===== config.mk =====
export PLATFORM = sky130hd
export DESIGN_NAME = uart_ctl_flat
export DESIGN_NICKNAME = d
export VERILOG_FILES = /design/src/rtl/uart_ctl_if.sv /design/src/rtl/uart_ctl.sv /design/src/flat_wrapper.sv
export SDC_FILE = /design/constraint.sdc
export NUM_CORES = 1
export LEC_CHECK = 0
export CELL_PAD_IN_SITES_DETAIL_PLACEMENT = 2
export CELL_PAD_IN_SITES_GLOBAL_PLACEMENT = 2
export CORE_UTILIZATION = 35
export DETAILED_ROUTE_END_ITERATION = 10
export PLACE_DENSITY = 0.8
export SLEW_MARGIN = 25
export SYNTH_ARGS = -nofsm -noshare
export SYNTH_HDL_FRONTEND = slang
export SYNTH_SLANG_ARGS = --single-unit
export TNS_END_PERCENT = 30

===== constraint.sdc =====
create_clock -name sys_clk -period 3.9 [get_ports sys_clk]
set_input_delay 0.78 -clock sys_clk [delete_from_list [all_inputs] [get_ports sys_clk]]
set_output_delay 0.78 -clock sys_clk [all_outputs]
set_load 0.005 [all_outputs]

===== src/rtl/uart_ctl_if.sv =====
// Data-bus slave port of uart_ctl: byte address, qualified write strobe,
// write data from the master and registered read data back to it.
// The master's write data is carried as dout because 'do' is a reserved word.
interface uart_ctl_if;
    logic [15:0] a;
    logic        we;
    logic [15:0] dout;
    logic [15:0] di;

    modport master (output a, output we, output dout, input di);
    modport slave  (input a, input we, input dout, output di);
endinterface


===== src/rtl/uart_ctl.sv =====
// uart_ctl: memory-mapped UART with a TX FIFO and a single-byte RX holding
// register. Register map by a[2:1]: DATA, STATUS, DIVISOR, CTRL.
// Optional receiver: built only when the macro UART_RX_EN is defined;
// otherwise uart_rx is ignored and all RX status reads as zero.
module uart_ctl #(
    parameter logic [15:0] CLK_DIV_DEFAULT = 16'd867,
    parameter int unsigned TX_DEPTH_LOG2   = 3
) (
    input  logic      sys_clk,
    input  logic      sys_rst,
    uart_ctl_if.slave bus,
    input  logic      uart_rx,
    output logic      uart_tx,
    output logic      irq
);
    localparam int unsigned DEPTH = 1 << TX_DEPTH_LOG2;
    localparam int unsigned CNT_W = TX_DEPTH_LOG2 + 1;

    typedef enum logic [1:0] {TX_IDLE, TX_START, TX_DATA, TX_STOP} tx_state_t;

    // ---------------- reset release synchroniser ----------------
    logic [1:0] rst_sync_q;
    logic       rst_n;

    // Assert immediately, release after two sys_clk edges
    always_ff @(posedge sys_clk or negedge sys_rst) begin
        if (!sys_rst) rst_sync_q <= '0;
        else          rst_sync_q <= {rst_sync_q[0], 1'b1};
    end

    always_comb rst_n = rst_sync_q[1];

    // ---------------- register decode ----------------
    logic [1:0] reg_sel;
    logic       wr_data, wr_stat, wr_div, wr_ctrl;
    logic       unused_addr;

    // Only a[2:1] selects a register
    always_comb begin
        reg_sel     = bus.a[2:1];
        wr_data     = bus.we && (reg_sel == 2'd0);
        wr_stat     = bus.we && (reg_sel == 2'd1);
        wr_div      = bus.we && (reg_sel == 2'd2);
        wr_ctrl     = bus.we && (reg_sel == 2'd3);
        unused_addr = ^{bus.a[15:3], bus.a[0]};
    end

    // ---------------- TX FIFO ----------------
    logic [7:0]               fifo_mem [DEPTH];
    logic [TX_DEPTH_LOG2-1:0] wr_ptr_q, rd_ptr_q;
    logic [CNT_W-1:0]         count_q;
    logic                     tx_full, tx_empty, push, tx_pop;
    logic [7:0]               fifo_rdata;

    // A push while full is accepted only when a pop frees a slot the same cycle
    always_comb begin
        tx_full    = (count_q == CNT_W'(DEPTH));
        tx_empty   = (count_q == '0);
        push       = wr_data && (!tx_full || tx_pop);
        fifo_rdata = fifo_mem[rd_ptr_q];
    end

    // FIFO storage (no reset; validity is tracked by the pointers)
    always_ff @(posedge sys_clk) begin
        if (push) fifo_mem[wr_ptr_q] <= bus.dout[7:0];
    end

    // FIFO pointers and occupancy
    always_ff @(posedge sys_clk or negedge rst_n) begin
        if (!rst_n) begin
            wr_ptr_q <= '0;
            rd_ptr_q <= '0;
            count_q  <= '0;
        end else begin
            if (push)   wr_ptr_q <= wr_ptr_q + TX_DEPTH_LOG2'(1);
            if (tx_pop) rd_ptr_q <= rd_ptr_q + TX_DEPTH_LOG2'(1);
            case ({push, tx_pop})
                2'b10:   count_q <= count_q + CNT_W'(1);
                2'b01:   count_q <= count_q - CNT_W'(1);
                default: count_q <= count_q;
            endcase
        end
    end

    // ---------------- TX engine ----------------
    tx_state_t   tx_state_q, tx_state_d;
    logic [15:0] tx_cnt_q, tx_cnt_d, tx_div_q, tx_div_d;
    logic [2:0]  tx_bit_q, tx_bit_d;
    logic [7:0]  tx_shift_q, tx_shift_d;
    logic        tx_q, tx_d, tx_busy;
    logic [15:0] div_q;

    // TX state, bit timer, shifter and registered line driver
    always_ff @(posedge sys_clk or negedge rst_n) begin
        if (!rst_n) begin
            tx_state_q <= TX_IDLE;
            tx_cnt_q   <= '0;
            tx_div_q   <= '0;
            tx_bit_q   <= '0;
            tx_shift_q <= '0;
            tx_q       <= 1'b1;
        end else begin
            tx_state_q <= tx_state_d;
            tx_cnt_q   <= tx_cnt_d;
            tx_div_q   <= tx_div_d;
            tx_bit_q   <= tx_bit_d;
            tx_shift_q <= tx_shift_d;
            tx_q       <= tx_d;
        end
    end

    // TX next state; divisor is latched at each frame start; line follows next state
    always_comb begin
        tx_state_d = tx_state_q;
        tx_cnt_d   = tx_cnt_q + 16'd1;
        tx_div_d   = tx_div_q;
        tx_bit_d   = tx_bit_q;
        tx_shift_d = tx_shift_q;
        tx_pop     = 1'b0;
        case (tx_state_q)
            TX_IDLE: begin
                tx_cnt_d = '0;
                if (!tx_empty) begin
                    tx_pop     = 1'b1;
                    tx_shift_d = fifo_rdata;
                    tx_div_d   = div_q;
                    tx_state_d = TX_START;
                end
            end
            TX_START: begin
                if (tx_cnt_q == tx_div_q) begin
                    tx_cnt_d   = '0;
                    tx_bit_d   = '0;
                    tx_state_d = TX_DATA;
                end
            end
            TX_DATA: begin
                if (tx_cnt_q == tx_div_q) begin
                    tx_cnt_d = '0;
                    if (tx_bit_q == 3'd7) begin
                        tx_state_d = TX_STOP;
                    end else begin
                        tx_bit_d   = tx_bit_q + 3'd1;
                        tx_shift_d = {1'b0, tx_shift_q[7:1]};
                    end
                end
            end
            TX_STOP: begin
                if (tx_cnt_q == tx_div_q) begin
                    tx_cnt_d = '0;
                    if (!tx_empty) begin
                        tx_pop     = 1'b1;
                        tx_shift_d = fifo_rdata;
                        tx_div_d   = div_q;
                        tx_state_d = TX_START;
                    end else begin
                        tx_state_d = TX_IDLE;
                    end
                end
            end
            default: tx_state_d = TX_IDLE;
        endcase
        case (tx_state_d)
            TX_START: tx_d = 1'b0;
            TX_DATA:  tx_d = tx_shift_d[0];
            default:  tx_d = 1'b1;
        endcase
    end

    always_comb begin
        tx_busy = (tx_state_q != TX_IDLE);
        uart_tx = tx_q;
    end

    // ---------------- RX engine ----------------
    logic       rx_valid, rx_overrun, rx_frame_err;
    logic [7:0] rx_hold;

`ifdef UART_RX_EN
    localparam logic [1:0] CTRL_WMASK = 2'b11;

    typedef enum logic [1:0] {RX_IDLE, RX_START, RX_DATA, RX_STOP} rx_state_t;

    rx_state_t   rx_state_q, rx_state_d;
    logic        rx_s1_q, rx_s2_q, rx_prev_q;
    logic [15:0] rx_cnt_q, rx_cnt_d, rx_div_q, rx_div_d, rx_half;
    logic [2:0]  rx_bit_q, rx_bit_d;
    logic [7:0]  rx_shift_q, rx_shift_d;
    logic        rx_done_ok, rx_done_err;
    logic        rx_valid_q, rx_valid_d, rx_overrun_q, rx_overrun_d;
    logic        rx_ferr_q, rx_ferr_d;
    logic [7:0]  rx_hold_q, rx_hold_d;

    // Two-flop synchroniser plus a delayed copy for falling-edge detection
    always_ff @(posedge sys_clk or negedge rst_n) begin
        if (!rst_n) begin
            rx_s1_q   <= 1'b1;
            rx_s2_q   <= 1'b1;
            rx_prev_q <= 1'b1;
        end else begin
            rx_s1_q   <= uart_rx;
            rx_s2_q   <= rx_s1_q;
            rx_prev_q <= rx_s2_q;
        end
    end

    always_comb rx_half = 16'(({1'b0, rx_div_q} + 17'd1) >> 1);

    // RX state, bit timer and shifter
    always_ff @(posedge sys_clk or negedge rst_n) begin
        if (!rst_n) begin
            rx_state_q <= RX_IDLE;
            rx_cnt_q   <= '0;
            rx_div_q   <= '0;
            rx_bit_q   <= '0;
            rx_shift_q <= '0;
        end else begin
            rx_state_q <= rx_state_d;
            rx_cnt_q   <= rx_cnt_d;
            rx_div_q   <= rx_div_d;
            rx_bit_q   <= rx_bit_d;
            rx_shift_q <= rx_shift_d;
        end
    end

    // RX next state: half-bit into START, then one sample per bit period
    always_comb begin
        rx_state_d  = rx_state_q;
        rx_cnt_d    = rx_cnt_q + 16'd1;
        rx_div_d    = rx_div_q;
        rx_bit_d    = rx_bit_q;
        rx_shift_d  = rx_shift_q;
        rx_done_ok  = 1'b0;
        rx_done_err = 1'b0;
        case (rx_state_q)
            RX_IDLE: begin
                rx_cnt_d = '0;
                if (rx_prev_q && !rx_s2_q) begin
                    rx_div_d   = div_q;
                    rx_state_d = RX_START;
                end
            end
            RX_START: begin
                if (rx_cnt_q == rx_half) begin
                    rx_cnt_d = '0;
                    rx_bit_d = '0;
                    rx_state_d = rx_s2_q ? RX_IDLE : RX_DATA;
                end
            end
            RX_DATA: begin
                if (rx_cnt_q == rx_div_q) begin
                    rx_cnt_d   = '0;
                    rx_shift_d = {rx_s2_q, rx_shift_q[7:1]};
                    if (rx_bit_q == 3'd7) rx_state_d = RX_STOP;
                    else                  rx_bit_d   = rx_bit_q + 3'd1;
                end
            end
            RX_STOP: begin
                if (rx_cnt_q == rx_div_q) begin
                    rx_cnt_d    = '0;
                    rx_state_d  = RX_IDLE;
                    rx_done_ok  = rx_s2_q;
                    rx_done_err = !rx_s2_q;
                end
            end
            default: rx_state_d = RX_IDLE;
        endcase
    end

    // Sticky RX flags: W1C applied before new events so a same-cycle clear
    // and byte completion leaves the new byte valid
    always_comb begin
        rx_valid_d   = rx_valid_q   & ~(wr_stat & bus.dout[2]);
        rx_overrun_d = rx_overrun_q & ~(wr_stat & bus.dout[3]);
        rx_ferr_d    = rx_ferr_q    & ~(wr_stat & bus.dout[4]);
        rx_hold_d    = rx_hold_q;
        if (rx_done_ok) begin
            if (!rx_valid_d) begin
                rx_hold_d  = rx_shift_q;
                rx_valid_d = 1'b1;
            end else begin
                rx_overrun_d = 1'b1;
            end
        end
        if (rx_done_err) rx_ferr_d = 1'b1;
    end

    // RX holding register and sticky flag storage
    always_ff @(posedge sys_clk or negedge rst_n) begin
        if (!rst_n) begin
            rx_valid_q   <= 1'b0;
            rx_overrun_q <= 1'b0;
            rx_ferr_q    <= 1'b0;
            rx_hold_q    <= '0;
        end else begin
            rx_valid_q   <= rx_valid_d;
            rx_overrun_q <= rx_overrun_d;
            rx_ferr_q    <= rx_ferr_d;
            rx_hold_q    <= rx_hold_d;
        end
    end

    always_comb begin
        rx_valid     = rx_valid_q;
        rx_overrun   = rx_overrun_q;
        rx_frame_err = rx_ferr_q;
        rx_hold      = rx_hold_q;
    end
`else
    localparam logic [1:0] CTRL_WMASK = 2'b10;

    logic unused_rx;

    // Receiver absent: status and data read as zero
    always_comb begin
        rx_valid     = 1'b0;
        rx_overrun   = 1'b0;
        rx_frame_err = 1'b0;
        rx_hold      = '0;
        unused_rx    = uart_rx;
    end
`endif

    // ---------------- registers, read path, interrupt ----------------
    logic [1:0]  ctrl_q;
    logic        tx_drop_q, tx_drop_d, irq_q, irq_d;
    logic [15:0] di_q, rd_d;

    // Next values for read data, drop flag and interrupt
    always_comb begin
        tx_drop_d = (tx_drop_q & ~(wr_stat & bus.dout[5])) | (wr_data & tx_full & ~tx_pop);
        irq_d     = (ctrl_q[0] & rx_valid) | (ctrl_q[1] & tx_empty & ~tx_busy);
        case (reg_sel)
            2'd0:    rd_d = {8'h00, rx_hold};
            2'd1:    rd_d = {9'd0, tx_busy, tx_drop_q, rx_frame_err, rx_overrun,
                             rx_valid, tx_empty, tx_full};
            2'd2:    rd_d = div_q;
            default: rd_d = {14'd0, ctrl_q};
        endcase
    end

    // Control registers, registered read data and interrupt
    always_ff @(posedge sys_clk or negedge rst_n) begin
        if (!rst_n) begin
            div_q     <= CLK_DIV_DEFAULT;
            ctrl_q    <= '0;
            tx_drop_q <= 1'b0;
            di_q      <= '0;
            irq_q     <= 1'b0;
        end else begin
            if (wr_div)  div_q  <= bus.dout;
            if (wr_ctrl) ctrl_q <= bus.dout[1:0] & CTRL_WMASK;
            tx_drop_q <= tx_drop_d;
            di_q      <= rd_d;
            irq_q     <= irq_d;
        end
    end

    always_comb begin
        bus.di = di_q;
        irq    = irq_q;
    end
endmodule


===== src/flat_wrapper.sv =====
// flat-port wrapper written by rule: the top's interface ports become plain ports
module uart_ctl_flat 
#(
    parameter logic [15:0] CLK_DIV_DEFAULT = 16'd867,
    parameter int unsigned TX_DEPTH_LOG2   = 3
)
  (sys_clk, sys_rst, uart_rx, uart_tx, irq, bus_a, bus_we, bus_dout, bus_di);
  uart_ctl_if bus_i ();
  input  logic sys_clk;
  input  logic sys_rst;
  input  logic uart_rx;
  output logic uart_tx;
  output logic irq;
  input wire logic [$bits(bus_i.a)-1:0] bus_a;
  input wire logic [$bits(bus_i.we)-1:0] bus_we;
  input wire logic [$bits(bus_i.dout)-1:0] bus_dout;
  output wire logic [$bits(bus_i.di)-1:0] bus_di;
  assign bus_i.a = bus_a;
  assign bus_i.we = bus_we;
  assign bus_i.dout = bus_dout;
  assign bus_di = bus_i.di;
  uart_ctl #(.CLK_DIV_DEFAULT(CLK_DIV_DEFAULT), .TX_DEPTH_LOG2(TX_DEPTH_LOG2)) u_core (.sys_clk(sys_clk), .sys_rst(sys_rst), .bus(bus_i), .uart_rx(uart_rx), .uart_tx(uart_tx), .irq(irq));
endmodule

After elaboration in Yosys (flattened, before gate mapping)
Memories as Yosys holds them, arrays and structs flattened.
Index checks and enable logic that the tools add are counted.
{"block": "classes", "n_addsub": 6, "n_eq_ne": 17, "n_mux": 29, "n_bitwise": 10, "n_reduce_logical": 19}
{"op": "case mux 16 bit (2 select lines)", "count": 2}
{"op": "2-to-1 mux 16 bit", "count": 3}
{"op": "case mux 16 bit (3 select lines)", "count": 1}
{"op": "2-to-1 mux 8 bit", "count": 4}
{"op": "case mux 8 bit (3 select lines)", "count": 1}
{"op": "adder 16 x 1 -> 16 bit (second input constant)", "count": 1}
{"op": "== test 16 bit", "count": 1}
{"op": "== test 2 bit (second input constant)", "count": 6}
{"op": "2-to-1 mux 2 bit", "count": 5}
{"op": "adder 3 x 1 -> 3 bit (second input constant)", "count": 3}
{"op": "2-to-1 mux 3 bit", "count": 3}
{"op": "== test 2 x 1 -> 1 bit (second input constant)", "count": 4}
{"op": "case mux 2 bit (4 select lines)", "count": 1}
{"op": "case mux 4 bit (2 select lines)", "count": 1}
{"op": "AND reduction 4 bit", "count": 2}
{"op": "nonzero test 2 bit", "count": 4}
{"op": "AND 1 bit", "count": 6}
{"op": "inequality test 2 x 1 -> 1 bit (second input constant)", "count": 3}
{"op": "case mux 3 bit (2 select lines)", "count": 1}
{"op": "logical AND 1 bit", "count": 5}
{"op": "2-to-1 mux 1 bit", "count": 5}
{"op": "adder 4 x 1 -> 4 bit (second input constant)", "count": 1}
{"op": "== test 4 bit (second input constant)", "count": 1}
{"op": "logical NOT 2 bit", "count": 2}
{"op": "12 further kinds", "count": 15}
{"block": "word_totals", "regBits": 93, "ram_bits": 64, "input_bits": 36, "mem_count": 1}
{"memory": "u_core.fifo_mem", "words": 8, "width": 8, "read_ports": 1, "rd_clocked_by_memory_dff": 0, "write_ports": 1, "line_no": "uart_ctl.sv:49", "text": "logic [7:0] fifo_mem [DEPTH];"}

Longest topological paths before layout
Gate-level depths: netlist of run 1.
{"block": "logic_depth", "depth_word": 8, "mapped_depth": 11, "ltp_nobuf": 11}

Worst setup path before layout of run 1
No wires, ideal clock.
{"block": "synth_timing", "kind": "register to register", "start": "register u_core.tx_cnt_q[6]", "end": "memory u_core.fifo_mem[1][0] (enable)", "setup_time_ns": 0.383, "arrival_time_ns": 2.353, "slack_ns": 1.164, "stages_incl_launch_ff": 7, "path_buffers": 0, "synth_period_minus_slack_ns": 2.736, "cell_sequence": "dfrtp_1 > xnor2_1 > nand4_2 > nor4_4 > a31o_2 > o211ai_1 > nor3_1"}
{"block": "synth_between", "elab_chain_cells": 7}
{"item": "from (decl)", "line_no": "uart_ctl.sv:87", "text": "logic [15:0] tx_cnt_q, tx_cnt_d, tx_div_q, tx_div_d;"}
{"item": "from (signal assigned)", "line_no": "uart_ctl.sv:104", "text": "tx_cnt_q <= tx_cnt_d;"}
{"item": "== test 16 bit", "line_no": "uart_ctl.sv:149", "text": "if (tx_cnt_q == tx_div_q) begin"}
{"item": "2-to-1 mux 1 bit", "line_no": "uart_ctl.sv:149"}
{"item": "case mux 1 bit (2 select lines)", "line_no": "uart_ctl.sv:120", "text": "case (tx_state_q)"}
{"item": "logical OR 1 bit", "line_no": "uart_ctl.sv:59", "text": "push = wr_data && (!tx_full || tx_pop);"}
{"item": "logical AND 1 bit", "line_no": "uart_ctl.sv:59"}
{"item": "2-to-1 mux 1 bit", "line_no": "uart_ctl.sv:65", "text": "if (push) fifo_mem[wr_ptr_q] <= bus.dout[7:0];"}
{"item": "2-to-1 mux 1 bit (implied by the code)", "line_no": "uart_ctl.sv:65"}
{"item": "to (decl)", "line_no": "uart_ctl.sv:49"}
Every way passes these cells.

Worst setup path after layout of run 1
{"block": "layout_timing", "start": "input port bus_a[2]", "end": "memory u_core.fifo_mem[6][6] (enable)"}
{"block": "layout_between", "elab_chain_cells": 5}
{"item": "from (decl)", "line_no": "flat_wrapper.sv:14", "text": "input wire logic [$bits(bus_i.a)-1:0] bus_a;"}
{"item": "logical NOT 2 bit", "line_no": "uart_ctl.sv:41", "text": "wr_data = bus.we && (reg_sel == 2'd0);"}
{"item": "logical AND 1 bit", "line_no": "uart_ctl.sv:41"}
{"item": "logical AND 1 bit", "line_no": "uart_ctl.sv:59"}
{"item": "2-to-1 mux 1 bit", "line_no": "uart_ctl.sv:65"}
{"item": "2-to-1 mux 1 bit (implied by the code)", "line_no": "uart_ctl.sv:65"}
Every way passes these cells.

==> flow_metrics.py, run 1 <==
metrics = {
    "hold_path": {
        "min_from": "u_core.rst_sync_q[0]",
        "hold_path_class": "register to register",
        "whs_path_depth": 0,
        "whs_endpoint": "u_core.rst_sync_q[1]",
    },
    "setup_path": {
        "critPathCaptureType": "register",
        "reg2reg_slack_ns": 0.80,
        "reg2reg_depth": 8,
        "required_ns": 4.05,
        "startpoint_type": "input pin",
        "worstPathMaxFanout": 11,
        "crit_start": "bus_a[2]",
        "arrival_ns": 3.30,
        "critPathKind": "input pin to register",
        "reg2reg_from": "u_core.tx_cnt_q[9]",
        "r2r_end": "u_core.fifo_mem[6][6]",
    },
    "cts": {
        "cts_resized": 0,
        "cts_buffers": 17,
        "ctsHoldBuffers": 0,
        "cts_sinks": 157,
        "postCtsSetupBuffers": 0,
        "clockBufferDepth": 2,
        "clk_pin_slew_worst_paths_ns": 0.07,
        "cts-root-buf": "clkbuf_16",
        "cts_tree": "built",
        "htreeDepth": 4,
        "clk_latency_ns": 0.44,
    },
    "route": {
        "avgRoutedWirePerCell_um": 22.5,
        "drt-total-wl_um": 18300,
        "post_drt_via_cell_ratio": 5.16,
        "first_pass_iters": 4,
        "ant_nets": 0,
        "via_count": 4182,
        "drtIter0Drc": 240,
        "drc_errors": 0,
    },
    "layout": {
        "n_fill_cell": 1889,
        "layout_commonest_cell": "dfrtp_1",
        "final_cell_mix": "dfrtp_1, edfxtp_1, clkdlybuf4s50_1",
        "final_util": 0.433,
        "nets": 586,
        "layout-drive-gt1-share": 0.218,
        "num_antenna_cells": 0,
        "areaGrowthSynthToFinish_pct": 19.8,
    },
    "yosys": {
        "synth-xor-area-share": 0.0519,
        "yosys_warnings": 0,
        "ys_types": 51,
        "synth-edff-count": 64,
        "synth_compound_area_frac": 0.0546,
        "synth_cells": 483,
        "syn_area_per_cell_um2": 14.1,
        "syn-num-nets": 531,
        "synth_top_cell_by_area": "dfrtp_1",
        "synth_area_leaders": "dfrtp_1, edfxtp_1, mux2_2",
        "ys_seq_area_frac": 0.624,
        "async_reset_ff_frac": 0.592,
        "synthMuxAreaShare": 0.128,
        "synth_flop_cell": "dfrtp_1",
        "synth_top_family_by_area": "multiplexers",
        "syn_area_um2": 6830,
        "synthAdderAreaFrac": 0.0220,
        "ys_seq_elements": 157,
        "synth-simple-area-share": 0.103,
        "synth_top_area_share": 0.315,
    },
    "timing": {
        "layout_min_cycle_time_ns": 3.15,
        "finalCritPeriodShare": 0.808,
        "max_freq_mhz": 317,
        "maxSlewViolCount": 0,
        "rsz0062_at_grt": "no",
        "slew_headroom": 0.376,
        "hold_viol": 0,
        "worstMarginPinSlew_ns": 0.925,
        "fin_worst_skew_ns": 0.0139,
        "setup_viol": 0,
        "fin_tns_setup_ns": 0,
    },
    "placement": {
        "dp_hpwl_um": 11700,
        "place.gp.congestion": 0.739,
        "portBuffers": 38,
    },
    "die": {
        "die_h_um": 142,
        "chipWidth_um": 142,
        "core_area_um2": 18900,
        "boundaryPins": 54,
        "dieArea_um2": 20100,
        "start_util": 0.361,
        "num_rows": 50,
    },
    "flow_run": {
        "maxCapViolCount": 0,
    },
    "global_route": {
        "grt_pass1_wl_um": 29400,
        "grt_usage": 0.200,
        "grt_max_degree": 67,
        "antenna_found_initial": 0,
        "first_global_vias": 4852,
        "overflow": 0,
    },
    "outcome": {
        "outcome": "complete, no violations",
    },
    "power": {
        "power_per_cell_area_nw_per_um2": 675,
        "power.leakage_nw": 3.16,
        "ir_drop_mv": 0.386,
    },
}
-- layer usage --
metal  share of wire  GRT usage
met4           0.020     0.0696
met1            0.44      0.250
met2            0.52      0.349
met3           0.021     0.0341
met5               0          0
-- cells by family after synthesis --
family | count (synthesis)
compound gates | 53
fa+ha+maj | 12
simple gates | 133
mux | 63
xor+xnor | 37
flops | 157
buf+inv | 27
other cells | 1
-- power by group --
part	internal (mW)	leakage, nW	total, mW	switching, mW
Combinational	0.727	1.12	1.44	0.710
Clock	0.873	0.297	1.69	0.813
Sequential	2.01	1.74	2.39	0.383
-- layout make-up --
cell class	instances	area, µm²	area share
timing repair buffer	53	490	0.0600
clock inverter	15	174	0.0213
tap	260	325	0.0398
inverter	10	37.5	0.00459
multi-input combinational	299	2460	0.301
clock buffer	17	425	0.0520
sequential	157	4260	0.521
-- cell usage after synthesis, types with 3 or more instances --
| cell | number |
|---|---|
| a31oi_1 | 3 |
| nor3_1 | 7 |
| nand2b_1 | 4 |
| ha_1 | 12 |
| o211ai_1 | 3 |
| dfrtp_1 | 86 |
| a21oi_1 | 9 |
| edfxtp_1 | 64 |
| dfstp_2 | 7 |
| nand3_1 | 8 |
| mux2i_1 | 11 |
| a2bb2oi_1 | 6 |
| a22o_1 | 4 |
| xnor2_1 | 22 |
| o21ai_0 | 15 |
| inv_1 | 10 |
| mux4_2 | 16 |
| xor2_1 | 11 |
| buf_2 | 3 |
| nor2_1 | 34 |
| xnor2_2 | 4 |
| clkbuf_1 | 13 |
| and2_1 | 17 |
| mux2_2 | 35 |
| or3_1 | 3 |
| nand2_1 | 33 |
| nand4_1 | 8 |
| nor2b_1 | 5 |
-- worst max-delay path by stage --
stage          slack (ns)               endpoint
2_1_floorplan        1.13       u_core.bus.di[0]
3_3_place_gp         0.55  u_core.fifo_mem[6][3]
3_5_place_dp         0.45  u_core.fifo_mem[6][2]
4_1_cts              0.74  u_core.fifo_mem[6][6]
5_1_grt              0.55  u_core.fifo_mem[6][6]
6_report             0.75  u_core.fifo_mem[6][6]
-- through the flow --
step / hold WS [ns] / std cells / power (mW) / worst slack (ns) / instance area, µm²
after floorplan: 0.331 / 483 / 3.32 / 1.13 / 6830
after global placement: 0.341 / 778 / 3.68 / 0.553 / 7570
after detailed placement: 0.339 / 778 / 3.81 / 0.448 / 7570
after CTS: 0.361 / 810 / 5.58 / 0.742 / 8170
after global routing: 0.370 / 811 / 5.79 / 0.553 / 8180
final: 0.358 / 811 / 5.52 / 0.750 / 8180
-- flip-flops by register name (all words and copies together), names as in the netlist --
signal	cells
u_core.rd_ptr_q	3
u_core.tx_shift_q	8
u_core.div_q	16
u_core.uart_tx	1
u_core.tx_drop_q	1
u_core.wr_ptr_q	3
u_core.count_q	4
u_core.ctrl_q	1
u_core.irq	1
u_core.tx_bit_q	3
u_core.tx_state_q	2
u_core.rst_sync_q	2
u_core.tx_cnt_q	16
u_core.bus.di	16
u_core.tx_div_q	16
u_core.fifo_mem	64
-- critical path, cell delays in order --
cell and delay [ns]:
clkdlybuf4s50_1 0.52, nor2b_1 0.25, nor2b_1 0.59, o211ai_1 0.33, nor2_1 0.57, buf_4 0.26
Power figures use the tool's default switching activity.
==> inputs of run 2 (changes only) <==
--- a/config.mk
+++ b/config.mk
@@ -9,7 +9,7 @@
 export CELL_PAD_IN_SITES_GLOBAL_PLACEMENT = 2
 export CORE_UTILIZATION = 35
 export DETAILED_ROUTE_END_ITERATION = 10
-export PLACE_DENSITY = 0.8
+export PLACE_DENSITY = 0.82
 export SLEW_MARGIN = 25
 export SYNTH_ARGS = -nofsm -noshare
 export SYNTH_HDL_FRONTEND = slang
==> constraint.sdc (replaced) <==
create_clock -name sys_clk -period 2.7 [get_ports sys_clk]
set_input_delay 0.54 -clock sys_clk [delete_from_list [all_inputs] [get_ports sys_clk]]
set_output_delay 0.54 -clock sys_clk [all_outputs]
set_load 0.005 [all_outputs]
==> run 2 against run 1 <==
Against the previous run: power is 48% higher; critical endpoint is now u_core.count_q[2]; count of clock-buffer cells in the layout stayed put; register-to-register slack worse by 0.79 ns; sequential power is 42% higher; non-clock buffer count is 17 higher; clock skew is 0.0059 ns lower.
==> flow_metrics.py, run 2 (synthesis results as in run 1) <==
metrics = {
    "outcome": {
        "outcome": "complete, no violations",
    },
    "layout": {
        "fin_area_um2": 8400,
        "largest_reg_flops": 64,
        "final_util": 0.445,
        "final_cell_mix": "dfrtp_1, edfxtp_1, clkdlybuf4s50_1",
        "fin_cells": 828,
        "layout-drive-gt1-share": 0.269,
        "num_antenna_cells": 0,
        "multiInputGateArea_um2": 2560,
        "areaGrowthSynthToFinish_pct": 23.1,
        "largest_register": "u_core.fifo_mem",
        "n_fill_cell": 1841,
        "seq_area_um2": 4270,
        "nets": 603,
        "layout_commonest_cell": "dfrtp_1",
    },
    "cts": {
        "cts_sinks": 157,
        "ctsHoldBuffers": 0,
        "cts_tree": "built",
        "clk_pin_slew_worst_paths_ns": 0.07,
        "clk_latency_ns": 0.43,
        "clockBufferDepth": 2,
        "cts_buffers": 17,
        "htreeDepth": 4,
        "cts-root-buf": "clkbuf_16",
    },
    "global_route": {
        "antenna_found_initial": 0,
        "grt_pass1_wl_um": 29800,
        "grt_max_degree": 51,
        "busiest_layer": "met2",
        "use_met1": 0.246,
        "grt_usage": 0.204,
        "grtUsageMet3": 0.0354,
        "overflow": 0,
        "first_global_vias": 4915,
        "met2_usage": 0.367,
    },
    "hold_path": {
        "hold_path_class": "input pin to async pin",
    },
    "timing": {
        "finalCritPeriodShare": 0.996,
        "fin_worst_skew_ns": 0.00803,
        "fin_tns_setup_ns": 0,
        "maxSlewViolCount": 0,
        "max_freq_mhz": 372,
        "timing.final.ws_setup_ns": 0.00975,
        "rsz0062_at_grt": "yes",
        "setup_viol": 0,
        "layout_min_cycle_time_ns": 2.69,
        "slew_headroom": 0.550,
        "hold_viol": 0,
        "worstMarginPinSlew_ns": 0.675,
        "fin_hold_ws_ns": 0.266,
    },
    "route": {
        "drt-total-wl_um": 19600,
        "via_count": 4361,
        "avgRoutedWirePerCell_um": 23.6,
        "first_pass_iters": 4,
        "ant_nets": 0,
        "post_drt_via_cell_ratio": 5.27,
        "drtIter0Drc": 233,
        "drc_errors": 0,
    },
    "power": {
        "power.leakage_nw": 3.26,
        "ir_drop_mv": 0.517,
        "power.total_mw": 8.19,
        "power_per_cell_area_nw_per_um2": 974,
    },
    "setup_path": {
        "crit_slowest_cell": "dfrtp_2",
        "critPathCaptureType": "register",
        "critPathKind": "register to register",
        "startpoint_type": "register",
        "crit_chain": "xnor2_2, nand4_1, nor4_4, a31oi_4, nor2_2, xor2_1, ha_2, and3_1, mux2i_1, xnor2_1",
        "worstPathMaxFanout": 5,
        "arrival_ns": 3.01,
        "required_ns": 3.02,
        "crit_path_max_incr_delay_ns": 0.46,
    },
    "placement": {
        "portBuffers": 38,
        "place.gp.congestion": 0.756,
        "dp_hpwl_um": 13000,
        "dp_cells": 793,
        "placed_cell_area_um2": 7700,
        "pre_cts_slack_ns": -0.0279,
    },
    "die": {
        "start_util": 0.361,
        "chipWidth_um": 142,
        "dieArea_um2": 20100,
        "boundaryPins": 54,
        "die_h_um": 142,
        "num_rows": 50,
        "core_area_um2": 18900,
    },
    "flow_run": {
        "maxCapViolCount": 0,
    },
}
[run 2: changes by cell type in the layout (fill, tap and decap cells not counted), moves of 3 or more]
| cell | delta |
|---|---|
| xnor2_1 | -10 |
| xnor2_2 | +10 |
| clkinvlp_4 | +3 |
| buf_4 | +17 |
| dfrtp_2 | +3 |
| dfrtp_1 | -3 |
| inv_8 | -5 |
[run 2: worst paths after layout]
path,startpoint,endpoint,slack [ns],cells after the start
worst max-delay path,u_core.tx_cnt_q[8],u_core.count_q[2],0.01,10
max in group asynchronous,u_core.rst_sync_q[1],u_core.div_q[1],1.57,1
min in group sys_clk,u_core.rst_sync_q[0],u_core.rst_sync_q[1],0.36,0
worst max register to register,u_core.tx_cnt_q[8],u_core.count_q[2],0.01,10
worst min register to register,u_core.rst_sync_q[0],u_core.rst_sync_q[1],0.36,0
worst min-delay path,sys_rst,u_core.rst_sync_q[0],0.27,1
[run 2: metal layers]
layer,vias up,part of all wire
li1,1907,-
met1,2332,0.41
met2,90,0.54
met3,32,0.029
met4,0,0.023
met5,-,0
[run 2: report_power, final]
part           internal, mW  leakage [nW]  switching, mW
logic                  1.17          1.25           1.23
clock network          1.30         0.275           1.09
registers              2.91          1.74          0.482
total                  5.38          3.26           2.80
[run 2: what timing repair did]
item | in CTS | in global routing
pin swaps | 0 | 6
endpoints found under the setup margin | 18 | 42
gates resized for setup | 3 | 15
buffers inserted | 0 | 3
[run 2: critical path, delay by kind of cell, from the launching register on]
| kind | cells | cell delay, ns |
|---|---|---|
| and+or+nand+nor | 4 | 0.95 |
| AOI/OAI and AO/OA | 1 | 0.15 |
| muxes | 1 | 0.09 |
| DFF | 1 | 0.46 |
| adders and majority gates | 1 | 0.22 |
| xor gates and xnor gates | 3 | 0.70 |
[run 2: area by class of cell]
class,count,share of cell area
Clock buffer,17,0.0506
Clock inverter,15,0.0186
Inverter,10,0.00447
Multi-Input combinational cell,299,0.305
Sequential cell,157,0.508
Tap cell,260,0.0387
Timing Repair Buffer,70,0.0753
==> inputs of run 3 (changes only) <==
--- a/config.mk
+++ b/config.mk
@@ -10,6 +10,7 @@
 export CORE_UTILIZATION = 35
 export DETAILED_ROUTE_END_ITERATION = 10
 export PLACE_DENSITY = 0.82
+export SETUP_SLACK_MARGIN = 0.15
 export SLEW_MARGIN = 25
 export SYNTH_ARGS = -nofsm -noshare
 export SYNTH_HDL_FRONTEND = slang
==> run 3 against run 2 <==
Against the previous run: largest power group unchanged; global-route usage increased by 0.53 points; maximum frequency increased by 1.8%; die area unchanged; sequential cell count unchanged; power rose by 3.1%; non-clock buffer count increased by 18.
==> flow_metrics.py, run 3 (synthesis results as in run 1) <==
metrics = {
    "outcome": {
        "outcome": "complete, no violations",
    },
    "die": {
        "chipWidth_um": 142,
        "core_area_um2": 18900,
        "dieArea_um2": 20100,
        "num_rows": 50,
        "boundaryPins": 54,
        "start_util": 0.361,
        "die_h_um": 142,
    },
    "layout": {
        "largest_reg_flops": 64,
        "layout-drive-gt1-share": 0.314,
        "num_antenna_cells": 0,
        "final_cell_mix": "dfrtp_1, edfxtp_1, buf_4",
        "fin_cells": 846,
        "largest_register": "u_core.fifo_mem",
        "nets": 621,
        "areaGrowthSynthToFinish_pct": 26.6,
        "layout_commonest_cell": "dfrtp_1",
    },
    "global_route": {
        "first_global_vias": 5004,
        "overflow": 0,
        "antenna_found_initial": 0,
        "grt_pass1_wl_um": 30500,
        "grt_max_degree": 51,
        "grt_usage": 0.210,
    },
    "cts": {
        "cts_tree": "built",
        "cts_buffers": 17,
        "cts_sinks": 157,
        "clockBufferDepth": 2,
        "clk_pin_slew_worst_paths_ns": 0.07,
        "clk_latency_ns": 0.43,
        "cts-root-buf": "clkbuf_16",
        "htreeDepth": 4,
        "ctsHoldBuffers": 0,
    },
    "timing": {
        "maxSlewViolCount": 0,
        "fin_hold_ws_ns": 0.267,
        "layout_min_cycle_time_ns": 2.64,
        "setup_viol": 0,
        "rsz0062_at_grt": "yes",
        "slew_headroom": 0.551,
        "max_freq_mhz": 378,
        "worstMarginPinSlew_ns": 0.674,
        "finalCritPeriodShare": 0.979,
        "hold_viol": 0,
        "fin_worst_skew_ns": 0.0109,
    },
    "setup_path": {
        "r2r_end": "u_core.count_q[2]",
        "worstPathMaxFanout": 4,
        "arrival_ns": 2.94,
        "reg2reg_slack_ns": 0.06,
        "startpoint_type": "register",
        "critPathKind": "register to register",
        "critPathCaptureType": "register",
        "reg2reg_depth": 10,
        "required_ns": 3.00,
        "reg2reg_from": "u_core.tx_cnt_q[6]",
    },
    "hold_path": {
        "hold_path_class": "input pin to async pin",
    },
    "route": {
        "ant_nets": 0,
        "drt-total-wl_um": 20300,
        "post_drt_via_cell_ratio": 5.21,
        "via_count": 4407,
        "first_pass_iters": 4,
        "drc_errors": 0,
        "avgRoutedWirePerCell_um": 24.0,
        "drtIter0Drc": 196,
    },
    "placement": {
        "portBuffers": 38,
        "place.gp.congestion": 0.756,
        "dp_hpwl_um": 13000,
        "dp_cells": 793,
    },
    "power": {
        "ir_drop_mv": 0.465,
        "power_per_cell_area_nw_per_um2": 977,
        "power.leakage_nw": 3.35,
    },
    "flow_run": {
        "maxCapViolCount": 0,
    },
}
## run 3: cell types whose count changed in the layout (fill, tap and decap cells not counted), sizes merged
cell | before | now
buf | 32 | 50
## run 3: worst max path at each step
stage                     slack [ns]  depth (start not counted)                    end          startpoint
final                           0.06                         10      u_core.count_q[2]  u_core.tx_cnt_q[6]
after global routing          -0.005                         11      u_core.count_q[2]  u_core.tx_cnt_q[3]
after CTS                       0.12                         10      u_core.count_q[2]  u_core.tx_cnt_q[3]
after detailed placement       -0.03                          8      u_core.count_q[1]              bus_we
after global placement          0.19                          8      u_core.count_q[1]              bus_we
after floorplan                -0.04                          6  u_core.fifo_mem[1][0]  u_core.tx_cnt_q[6]
## run 3: report_power, final
group | internal [mW] | switching [mW]
Sequential | 2.91 | 0.501
Combinational | 1.31 | 1.32
Clock | 1.30 | 1.10
Total | 5.52 | 2.92
## run 3: layer usage
| layer | GRT usage | routed length (µm) | up-vias |
|---|---|---|---|
| met5 | 0 | 0 | - |
| met4 | 0.0736 | 518 | 0 |
| met3 | 0.0364 | 540 | 32 |
| met2 | 0.384 | 10900 | 81 |
| met1 | 0.246 | 8340 | 2351 |
| li1 | - | - | 1943 |
## run 3: timing repair
item / 4_1_cts / 5_1_grt
setup buffers: 8 / 13
cloned: 0 / 0
pin swaps: 8 / 19
gates resized for setup: 15 / 22
endpoints found under the setup margin: 67 / 71
## run 3: final cells by class
type / instances / area (µm²)
clock buffers: 17 / 425
clock inverters: 15 / 156
fillers: 1834 / 10300
inverters: 10 / 37.5
multi-input cells: 299 / 2650
flip-flops and latches: 157 / 4270
well taps: 260 / 325
repair buffers: 88 / 772
## run 3: stage by stage
step                      total power, mW  utilization  cell area, µm²  setup slack (ns)  setup TNS, ns
after floorplan                      4.80            -            6830           -0.0363         -0.570
after global placement               5.37        0.407            7700             0.186              0
after detailed placement             5.63        0.407            7700           -0.0279        -0.0279
after CTS                            8.22        0.446            8430             0.118              0
after global routing                 8.78        0.457            8640          -0.00550       -0.00550
final                                8.44        0.457            8640            0.0563              0
## run 3: worst max-delay path, stage by stage, from the launching register on
cell	delay [ns]
dfrtp_1	0.47
xnor2_2	0.30
nand4_4	0.19
nor4_4	0.40
a31oi_4	0.14
nor2_2	0.16
xor2_1	0.19
ha_2	0.24
and3_4	0.19
mux2i_4	0.07
xnor2_2	0.15
